### src/rtl/video_timing_pkg.sv
// video_timing_pkg
//   Shared types and helpers for the raster timing generator.
//   timing_t describes one axis (horizontal or vertical) as four region
//   lengths in the order active, front porch, sync, back porch.
//   DEF_* constants give the 640x480@60 mode used as parameter defaults.
package video_timing_pkg;

  typedef struct packed {
    int unsigned active;
    int unsigned fp;
    int unsigned sync;
    int unsigned bp;
  } timing_t;

  localparam int unsigned DEF_H_ACTIVE = 640;
  localparam int unsigned DEF_H_FP     = 16;
  localparam int unsigned DEF_H_SYNC   = 96;
  localparam int unsigned DEF_H_BP     = 48;
  localparam int unsigned DEF_V_ACTIVE = 480;
  localparam int unsigned DEF_V_FP     = 10;
  localparam int unsigned DEF_V_SYNC   = 2;
  localparam int unsigned DEF_V_BP     = 33;
  localparam int          DEF_CNT_W    = 12;

  // Full period of one axis in pixels or lines.
  function automatic int unsigned total(input timing_t t);
    return t.active + t.fp + t.sync + t.bp;
  endfunction

  // True when cnt falls in [active+fp, active+fp+sync).
  function automatic logic in_sync(input int unsigned cnt, input timing_t t);
    return (cnt >= t.active + t.fp) && (cnt < t.active + t.fp + t.sync);
  endfunction

endpackage

### src/rtl/ce_divider.sv
// ce_divider
//   Pixel clock-enable divider. A phase counter runs 0..CE_DIV-1 while run
//   is high and freezes while run is low, so resuming keeps the phase.
//   Ports:
//     clk_sys  in   system clock
//     reset    in   synchronous, active-high
//     run      in   1 = advance phase, 0 = stall
//     adv      out  combinational: this edge is a pixel advance
//     ce_pix   out  registered copy of adv; high on the cycle the new
//                   pixel position is presented
module ce_divider #(
  parameter int CE_DIV = 1
) (
  input  logic clk_sys,
  input  logic reset,
  input  logic run,
  output logic adv,
  output logic ce_pix
);

  generate
    if (CE_DIV <= 1) begin : g_div1
      // Every running cycle is a pixel; no phase state needed.
      assign adv = run;
    end else begin : g_divn
      localparam int DIV_W = $clog2(CE_DIV);
      localparam logic [DIV_W-1:0] DIV_LAST = DIV_W'(CE_DIV - 1);

      logic [DIV_W-1:0] div;

      assign adv = run && (div == DIV_LAST);

      always_ff @(posedge clk_sys) begin
        if (reset)
          div <= '0;
        else if (run)
          div <= (div == DIV_LAST) ? '0 : div + 1'b1;
      end
    end
  endgenerate

  always_ff @(posedge clk_sys) begin
    if (reset)
      ce_pix <= 1'b0;
    else
      ce_pix <= adv;
  end

endmodule

### src/rtl/video_timing_gen.sv
// video_timing_gen
//   Parametrised raster timing generator: pixel clock enable, h/v counters,
//   syncs, blanks, DE and line/frame strobes for the mode set by parameters.
//   Every output is registered from the next-state counters, so the decoded
//   levels always describe the hcount/vcount shown on the same cycle.
//   Optional raster-line interrupt when VTG_LINE_IRQ_EN is defined.
//   Ports:
//     clk_sys      in   system/pixel clock
//     reset        in   synchronous, active-high
//     run          in   1 = timing advances, 0 = stall (levels hold)
//     ce_pix       out  pixel clock enable
//     hcount       out  pixel column 0..H_TOTAL-1
//     vcount       out  line 0..V_TOTAL-1
//     hsync/vsync  out  sync at HS_POL/VS_POL level inside the sync region
//     hblank       out  hcount >= H_ACTIVE
//     vblank       out  vcount >= V_ACTIVE
//     de           out  ~(hblank | vblank)
//     line_start   out  pulse when hcount becomes 0
//     frame_start  out  pulse when (hcount,vcount) becomes (0,0)
//   With VTG_LINE_IRQ_EN:
//     irq_line     in   line to interrupt on
//     irq_ack      in   clears irq
//     irq          out  sticky raster-line interrupt
module video_timing_gen
  import video_timing_pkg::*;
#(
  parameter int          CE_DIV   = 1,
  parameter int unsigned H_ACTIVE = DEF_H_ACTIVE,
  parameter int unsigned H_FP     = DEF_H_FP,
  parameter int unsigned H_SYNC   = DEF_H_SYNC,
  parameter int unsigned H_BP     = DEF_H_BP,
  parameter int unsigned V_ACTIVE = DEF_V_ACTIVE,
  parameter int unsigned V_FP     = DEF_V_FP,
  parameter int unsigned V_SYNC   = DEF_V_SYNC,
  parameter int unsigned V_BP     = DEF_V_BP,
  parameter bit          HS_POL   = 1'b0,
  parameter bit          VS_POL   = 1'b0,
  parameter int          CNT_W    = DEF_CNT_W
) (
  input  logic             clk_sys,
  input  logic             reset,
  input  logic             run,
  output logic             ce_pix,
  output logic [CNT_W-1:0] hcount,
  output logic [CNT_W-1:0] vcount,
  output logic             hsync,
  output logic             vsync,
  output logic             hblank,
  output logic             vblank,
  output logic             de,
  output logic             line_start,
  output logic             frame_start
`ifdef VTG_LINE_IRQ_EN
  ,
  input  logic [CNT_W-1:0] irq_line,
  input  logic             irq_ack,
  output logic             irq
`endif
);

  localparam timing_t H_T = '{active: H_ACTIVE, fp: H_FP, sync: H_SYNC, bp: H_BP};
  localparam timing_t V_T = '{active: V_ACTIVE, fp: V_FP, sync: V_SYNC, bp: V_BP};

  localparam int unsigned H_TOTAL = total(H_T);
  localparam int unsigned V_TOTAL = total(V_T);

  localparam logic [CNT_W-1:0] H_LAST = CNT_W'(H_TOTAL - 1);
  localparam logic [CNT_W-1:0] V_LAST = CNT_W'(V_TOTAL - 1);
  localparam logic [CNT_W-1:0] H_ACT  = CNT_W'(H_ACTIVE);
  localparam logic [CNT_W-1:0] V_ACT  = CNT_W'(V_ACTIVE);

  generate
    if (H_TOTAL > (2 ** CNT_W)) begin : g_h_too_big
      $error("video_timing_gen: H_TOTAL does not fit in CNT_W bits");
    end
    if (V_TOTAL > (2 ** CNT_W)) begin : g_v_too_big
      $error("video_timing_gen: V_TOTAL does not fit in CNT_W bits");
    end
    if (CE_DIV < 1) begin : g_bad_div
      $error("video_timing_gen: CE_DIV must be >= 1");
    end
  endgenerate

  // Pixel advance comes from the divider; adv is the edge on which the
  // counters move, ce_pix is the registered marker of that edge.
  logic adv;

  ce_divider #(.CE_DIV(CE_DIV)) u_ce_div (
    .clk_sys (clk_sys),
    .reset   (reset),
    .run     (run),
    .adv     (adv),
    .ce_pix  (ce_pix)
  );

  // Next-state counters; everything registered below decodes these so the
  // level outputs line up with the counters they are registered alongside.
  logic             h_wrap;
  logic             v_wrap;
  logic [CNT_W-1:0] h_nxt;
  logic [CNT_W-1:0] v_nxt;

  always_comb begin
    h_wrap = (hcount == H_LAST);
    v_wrap = (vcount == V_LAST);
    h_nxt  = hcount;
    v_nxt  = vcount;
    if (adv) begin
      if (h_wrap) begin
        h_nxt = '0;
        v_nxt = v_wrap ? '0 : vcount + 1'b1;
      end else begin
        h_nxt = hcount + 1'b1;
      end
    end
  end

  logic line_nxt;
  logic frame_nxt;

  assign line_nxt  = adv && h_wrap;
  assign frame_nxt = adv && h_wrap && v_wrap;

  always_ff @(posedge clk_sys) begin
    if (reset) begin
      // Park on the last pixel of the frame so the first advance after
      // release lands on (0,0) and raises both strobes.
      hcount      <= H_LAST;
      vcount      <= V_LAST;
      hsync       <= ~HS_POL;
      vsync       <= ~VS_POL;
      hblank      <= 1'b1;
      vblank      <= 1'b1;
      de          <= 1'b0;
      line_start  <= 1'b0;
      frame_start <= 1'b0;
    end else begin
      hcount      <= h_nxt;
      vcount      <= v_nxt;
      hsync       <= in_sync(32'(h_nxt), H_T) ? HS_POL : ~HS_POL;
      vsync       <= in_sync(32'(v_nxt), V_T) ? VS_POL : ~VS_POL;
      hblank      <= (h_nxt >= H_ACT);
      vblank      <= (v_nxt >= V_ACT);
      de          <= (h_nxt < H_ACT) && (v_nxt < V_ACT);
      line_start  <= line_nxt;
      frame_start <= frame_nxt;
    end
  end

`ifdef VTG_LINE_IRQ_EN
  // Fires on the line_start edge whose new line matches irq_line. A line
  // number beyond V_TOTAL-1 can never equal v_nxt, so it never fires.
  logic irq_set;

  assign irq_set = line_nxt && (v_nxt == irq_line);

  always_ff @(posedge clk_sys) begin
    if (reset)
      irq <= 1'b0;
    else if (irq_set)
      irq <= 1'b1;          // set beats a simultaneous ack
    else if (irq_ack)
      irq <= 1'b0;
  end
`endif

endmodule

### config.mk
export PLATFORM = sky130hd
export DESIGN_NAME = video_timing_gen
export DESIGN_NICKNAME = d
export VERILOG_FILES = /design/src/rtl/video_timing_pkg.sv /design/src/rtl/ce_divider.sv /design/src/rtl/video_timing_gen.sv
export SDC_FILE = /design/constraint.sdc
export NUM_CORES = 1
export LEC_CHECK = 0
export CAP_MARGIN = 20
export CORE_ASPECT_RATIO = 1.2
export CORE_UTILIZATION = 51
export CTS_BUF_LIST = sky130_fd_sc_hd__clkbuf_16
export DETAILED_ROUTE_END_ITERATION = 7
export GPL_ROUTABILITY_DRIVEN = 0
export PLACE_DENSITY = 0.83
export SLEW_MARGIN = 20
export SYNTH_ARGS = -nofsm -noshare
export SYNTH_HDL_FRONTEND = slang
export SYNTH_SLANG_ARGS = --single-unit
### constraint.sdc
create_clock -name clk_sys -period 2.34 [get_ports clk_sys]
set_input_delay 0.351 -clock clk_sys [delete_from_list [all_inputs] [get_ports clk_sys]]
set_output_delay 0.351 -clock clk_sys [all_outputs]
set_load 0.02 [all_outputs]
==> results of run 1 <==
## flip-flops by register name (all words and copies together), names as in the netlist
name	flops
frame_start	1
hcount	12
de	1
hblank	1
u_ce_div.ce_pix	1
hsync	1
vcount	12
line_start	1
vsync	1
vblank	1
## where the power goes
part           total, uW  leakage, uW  internal (uW)  switching (uW)
clock network        726    0.0000850            495             230
logic                561     0.000587            260             301
registers            645     0.000261            589            55.5
## metrics by stage
stage / hold slack, ns / util [%] / total power (uW)
global placement: 0.541 / 66.9 / 1170
global route: 0.615 / 73.0 / 2020
detailed placement: 0.548 / 66.9 / 1180
floorplan: 0.527 / - / 987
CTS: 0.558 / 71.8 / 1900
finish: 0.555 / 73.0 / 1930
## cells by family after synthesis
group | synth area share (%)
simple gates | 35.9
buf+inv | 4.99
fa+ha+maj | 2.14
xor+xnor | 7.48
compound gates | 12.4
flops | 36.5
mux | 0.641
## worst max-delay path by stage
stage                          from      to  slack (ns)  cells after the start
final                     hcount[0]      de        0.08                      8
after global routing      hcount[0]      de        0.03                      8
after detailed placement        run  vblank       -0.06                      8
after floorplan           hcount[0]      de        0.12                      7
after CTS                 hcount[0]      de        0.02                      7
after global placement          run      de        0.03                      7
## layout make-up
class / instances / area [sq um] / area share, %
multi-input combinational: 163 / 1040 / 43.2
sequential: 32 / 641 / 26.5
timing repair buffer: 55 / 498 / 20.6
clock buffer: 5 / 125 / 5.18
tap: 37 / 46.3 / 1.92
clock inverter: 3 / 38.8 / 1.61
inverter: 6 / 22.5 / 0.933
## critical path, stage by stage (launching register included)
cell	delay [ns]
dfxtp_1	0.41
ha_1	0.24
nand4_1	0.09
buf_4	0.18
nor3_2	0.21
mux2_2	0.37
o21a_1	0.19
or3_4	0.37
nor3_1	0.12
## per-layer routing
layer	part of all wire, %	up-vias	track usage [%]
li1	-	856	-
met1	40	807	27.4
met2	53	56	47.9
met3	4.7	12	5.68
met4	2.5	0	12.8
met5	0	-	0
## placed cells by master (no fill, tap or decap), types with 4 or more instances in the layout
| master | netlist | final |
|---|---|---|
| nor3_1 | 10 | 7 |
| xor2_1 | 9 | 9 |
| nor2b_1 | 4 | 4 |
| xnor2_1 | 6 | 6 |
| nand3_1 | 13 | 13 |
| nand4_1 | 10 | 10 |
| nand2b_1 | 5 | 5 |
| dfxtp_1 | 32 | 32 |
| clkbuf_16 | 0 | 5 |
| clkdlybuf4s50_1 | 0 | 34 |
| nand2_1 | 23 | 23 |
| o21ai_0 | 5 | 5 |
| buf_4 | 1 | 21 |
| inv_1 | 6 | 7 |
| nor2_1 | 24 | 24 |
| a21oi_1 | 13 | 13 |
| nor3_2 | 2 | 5 |
## repair_timing
| action | 4_1_cts | 5_1_grt |
|---|---|---|
| endpoints found under the setup margin | 0 | 3 |
| resized for setup | 0 | 3 |
| setup buffers | 0 | 3 |
==> metrics, run 1 <==
status finished, final reports clean; max cap viols 0; Worst-Skew Late Latency 0.28 ns; CP Data Arrival Time roughly 2.5 ns; Worst setup EP type flip-flop; non-filler cells, final 301; CTS HTree Levels 2; # clock sinks 32; Hold Path Depth 2; P&R area growth vs syn 37.5%; worst slack, placed -0.0627 ns; Final setup viols 0; initial antenna violation count 0; YS warnings 0; flops & latches, synth 32; IO Pins 35; grt ovf 0; Routed WL 4550 microns; power density cells 800 mW/mm^2; Synth area leader dfxtp_1; min-delay src vcount[0]; Inst Count DP 290; worst reg2reg path depth 8; Routed wire per std cell 15.1 microns; final setup margin slightly below 0.08 ns; clock skew 0.00266 ns; Critical Path RT 2.54 ns; synthesized instance count 211; Leak 0.000933 uW; first-pass GRT wire length 7350 microns; hold path endpoint vcount[0]; Design Area, Final 0.00241 sq mm; die height 66.3 microns; Worst-Margin Slew 0.386 ns; fillers ~260; Slew headroom 74.0%; Yosys top cell area share 36.5%; setup TNS 0 ns; hold_buf cts 0; Die Area 0.00368 sq mm; initial DRC count 79; Layout Nets about 270; Max clock buf depth 2; TritonCTS Buffers 5; PortBufs 34; routed vias/inst ~5.8; DP HPWL 3250 microns; sequential area share after synthesis 36.5%; Synth area leaders dfxtp_1, nor2_1, nand2_1, xor2_1, a21oi_1; Post-synth top cells dfxtp_1, nor2_1, nand2_1; fin crit share 96.6%; worst setup path class reg2reg; via count approximately 1700; highest net fanout along the worst path 5; maximum VDD drop 655 uV; unique cell type count in the Yosys netlist 45; Hold Vio Cnt, Final 0; Root Driver clkbuf_16; Routed Antenna Nets 0; Post-synth top flop dfxtp_1; Post-Syn Area per Cell roughly 8.3 sq um; Initial Util 53.1%; EDFF count, synth 0; largest net degree at the start of global routing 18; TritonCTS clock tree yes; ant diodes 0; Reg-to-Reg End de; startpoint types flip-flop; fin crit period around 2.3 ns; Initial DRT Pass Iterations 4; Rows 23; CORE AREA 0.00331 sq mm; Synth Cell Area between 0.0015 and 0.002 sq mm; Slew Limit Fails 0; RSZ-0062 raised after global routing false; RR Startpoint hcount[0]; # DRC 0; fmax 442 MHz; ys async rst share 0%; reg2reg setup slack about 0.080 ns; vias in the first global route 1661; Placed Area 0.00221 sq mm; GRT Total Usage 25.8%; clk slew on worst S/H paths 0.05 ns; Mapped Nets 217; Tightest Hold Check Type reg2reg; chip width 55.6 microns; top-count cell post-synth dfxtp_1; share of cells above drive strength 1 16.7%
(Power assumes the default switching activity.)
==> run 2: changes to the inputs <==
--- a/config.mk
+++ b/config.mk
@@ -9,6 +9,7 @@
 export CORE_ASPECT_RATIO = 1.2
 export CORE_UTILIZATION = 51
 export CTS_BUF_LIST = sky130_fd_sc_hd__clkbuf_16
+export CTS_CLUSTER_DIAMETER = 100
 export DETAILED_ROUTE_END_ITERATION = 7
 export GPL_ROUTABILITY_DRIVEN = 0
 export PLACE_DENSITY = 0.83
==> results of run 2 <==
No change in the layout: final DEF, timing and power equal those of run 1.
==> run 3: changes to the inputs <==
--- a/config.mk
+++ b/config.mk
@@ -11,8 +11,7 @@
 export CTS_BUF_LIST = sky130_fd_sc_hd__clkbuf_16
 export CTS_CLUSTER_DIAMETER = 100
 export DETAILED_ROUTE_END_ITERATION = 7
-export GPL_ROUTABILITY_DRIVEN = 0
-export PLACE_DENSITY = 0.83
+export PLACE_DENSITY = 0.82
 export SLEW_MARGIN = 20
 export SYNTH_ARGS = -nofsm -noshare
 export SYNTH_HDL_FRONTEND = slang
==> run 3 against run 2 <==
Effect of this change:
- sequential share of layout area grew 0.53 points
- wire length down 4.7%
- maximum frequency increased by 2.9%
- largest power group is now registers
==> metrics, run 3 (synthesis results as in run 1) <==
status finished, final reports clean; Initial DRT Pass Iterations 4 (unchanged); Routed WL 4340 microns (-4.7%); Storage cell area 641 sq um (unchanged); vias in the first global route 1691 (+1.8%); # clock sinks 32 (unchanged); Routed Antenna Nets 0 (unchanged); Rows 23 (unchanged); hold_buf cts 0 (unchanged); Critical Path, Cell by Cell ha_1 -> nand4_1 -> buf_4 -> nor3_2 -> mux2_2 -> o21a_1 -> or3_4 -> nor3_1; commonest non-fill, non-tap cell in the layout clkdlybuf4s50_1; Die Area 0.00368 sq mm (unchanged); share of cells above drive strength 1 15.3% (-1.4 points); startpoint types flip-flop; Hold Vio Cnt, Final 0 (unchanged); Worst-Skew Late Latency 0.27 ns (about the same); fin crit share 93.9% (-2.7 points); power density cells 756 mW/mm^2 (-5.6%); TritonCTS Buffers 5 (unchanged); Placed Area 0.00222 sq mm (+0.34%); Routed wire per std cell 14.5 microns (-4.0%); Max stage delay cell, worst path dfxtp_1; PortBufs 34 (unchanged); fillers 259 (+0.39%); timing startpoint of the critical path hcount[0]; Root Driver clkbuf_16; kind of cell adding the most delay to the critical path simple AND/OR/NAND/NOR gates; IO Pins 35 (unchanged); DP HPWL 3160 microns (-2.9%); multi-input logic area 0.00103 sq mm (-0.96%); initial DRC count 43 (-46%); Slew Limit Fails 0 (unchanged); largest net degree at the start of global routing 30 (+12); TritonCTS clock tree yes; Layout Nets 268 (-0.37%); Critical Path RT 2.54 ns (about the same); chip width 55.6 microns (unchanged); Max clock buf depth 2 (unchanged); fmax 455 MHz (+2.9%); WHS 0.566 ns (+0.0110 ns); RePlAce Congestion 0.954; first-pass GRT wire length 7400 microns (+0.65%); Tightest Hold Check Type reg2reg; die height 66.3 microns (unchanged); Final setup viols 0 (unchanged); routed vias/inst 5.81 (+1.0%); CORE AREA 0.00331 sq mm (unchanged); P&R area growth vs syn 34.8%; fin crit period 2.20 ns (-0.0631 ns); Initial Util 53.1% (unchanged); Leak 0.000913 uW (-2.1%); Worst-Margin Slew 0.395 ns (+0.00886 ns); commonest non-fill, non-tap cells in the layout clkdlybuf4s50_1, dfxtp_1, nor2_1; CP bufs+invs 1 (unchanged); CP peak stage delay 0.39 ns (-0.02 ns); worst setup path class reg2reg; Worst setup EP type flip-flop; via count 1737 (+0.35%); grt ovf 0 (unchanged); # DRC 0 (unchanged); non-filler cells, final 299 (-0.66%); max cap viols 0 (unchanged); ant diodes 0 (unchanged); Slew headroom 73.4% (-0.60 points); clk slew on worst S/H paths 0.05 ns (about the same); CP Data Arrival Time 2.39 ns (-0.07 ns); biggest regs hcount: 12 flops, vcount: 12 flops; Design Area, Final 0.00237 sq mm (-2.0%); setup TNS 0 ns (unchanged); Tot Pwr 1790 uW (-7.4%); maximum VDD drop 610 uV (-6.9%); clock skew 0.00291 ns (+0.000250 ns); min-delay src vcount[0]; RR Startpoint hcount[0]; RSZ-0062 raised after global routing false; GRT Total Usage 25.9% (+0.12 points); initial antenna violation count 0 (unchanged); Inst Count DP 291 (+0.34%); highest net fanout along the worst path 5 (unchanged); CTS HTree Levels 2 (unchanged)
run 3: cell type report:
type | count | share of cell area [%]
inverters | 6 | 0.951
multi-input cells | 163 | 43.7
well taps | 37 | 1.96
repair buffers | 54 | 20.7
flip-flops and latches | 32 | 27.1
clock inverters | 2 | 0.370
clock buffers | 5 | 5.29
run 3: final timing paths:
kind | endpoint | slack [ns] | depth (start not counted)
setup / recovery | de | 0.14 | 8
hold / removal | vcount[0] | 0.57 | 2
setup reg to reg | de | 0.14 | 8
hold reg to reg | vcount[0] | 0.57 | 2
run 3: per-layer routing:
metal | up-vias | routed length, microns | part of all wire [%] | track usage, %
met5 | - | 0 | 0 | 0
met4 | 0 | 146 | 3.4 | 15.6
met3 | 14 | 217 | 5.0 | 5.48
met2 | 65 | 2190 | 51 | 47.0
met1 | 803 | 1780 | 41 | 27.5
li1 | 855 | - | - | -
run 3: report_power, final:
part | leakage (uW) | internal, uW | switching, uW
registers | 0.000261 | 590 | 52.5
clock network | 0.0000709 | 381 | 213
logic | 0.000582 | 257 | 296
total | 0.000913 | 1230 | 561
run 3: what timing repair did:
item,in CTS,in global routing
buffers inserted,0,1
endpoints found under the setup margin,0,3
gates resized for setup,0,1
run 3: worst register-to-register path, cell delays in order (launching register included):
cell     delay (ns)
dfxtp_1        0.39
ha_1           0.23
nand4_1        0.09
buf_4          0.17
nor3_2         0.19
mux2_2         0.36
o21a_1         0.19
or3_4          0.37
nor3_1         0.13
run 3: stage by stage:
stage | util [%] | setup WS [ns]
final | 71.5 | 0.143
after global routing | 71.5 | 0.0356
after CTS | 71.2 | 0.0682
after detailed placement | 67.1 | -0.0528
after global placement | 67.1 | 0.0274
after floorplan | - | 0.118
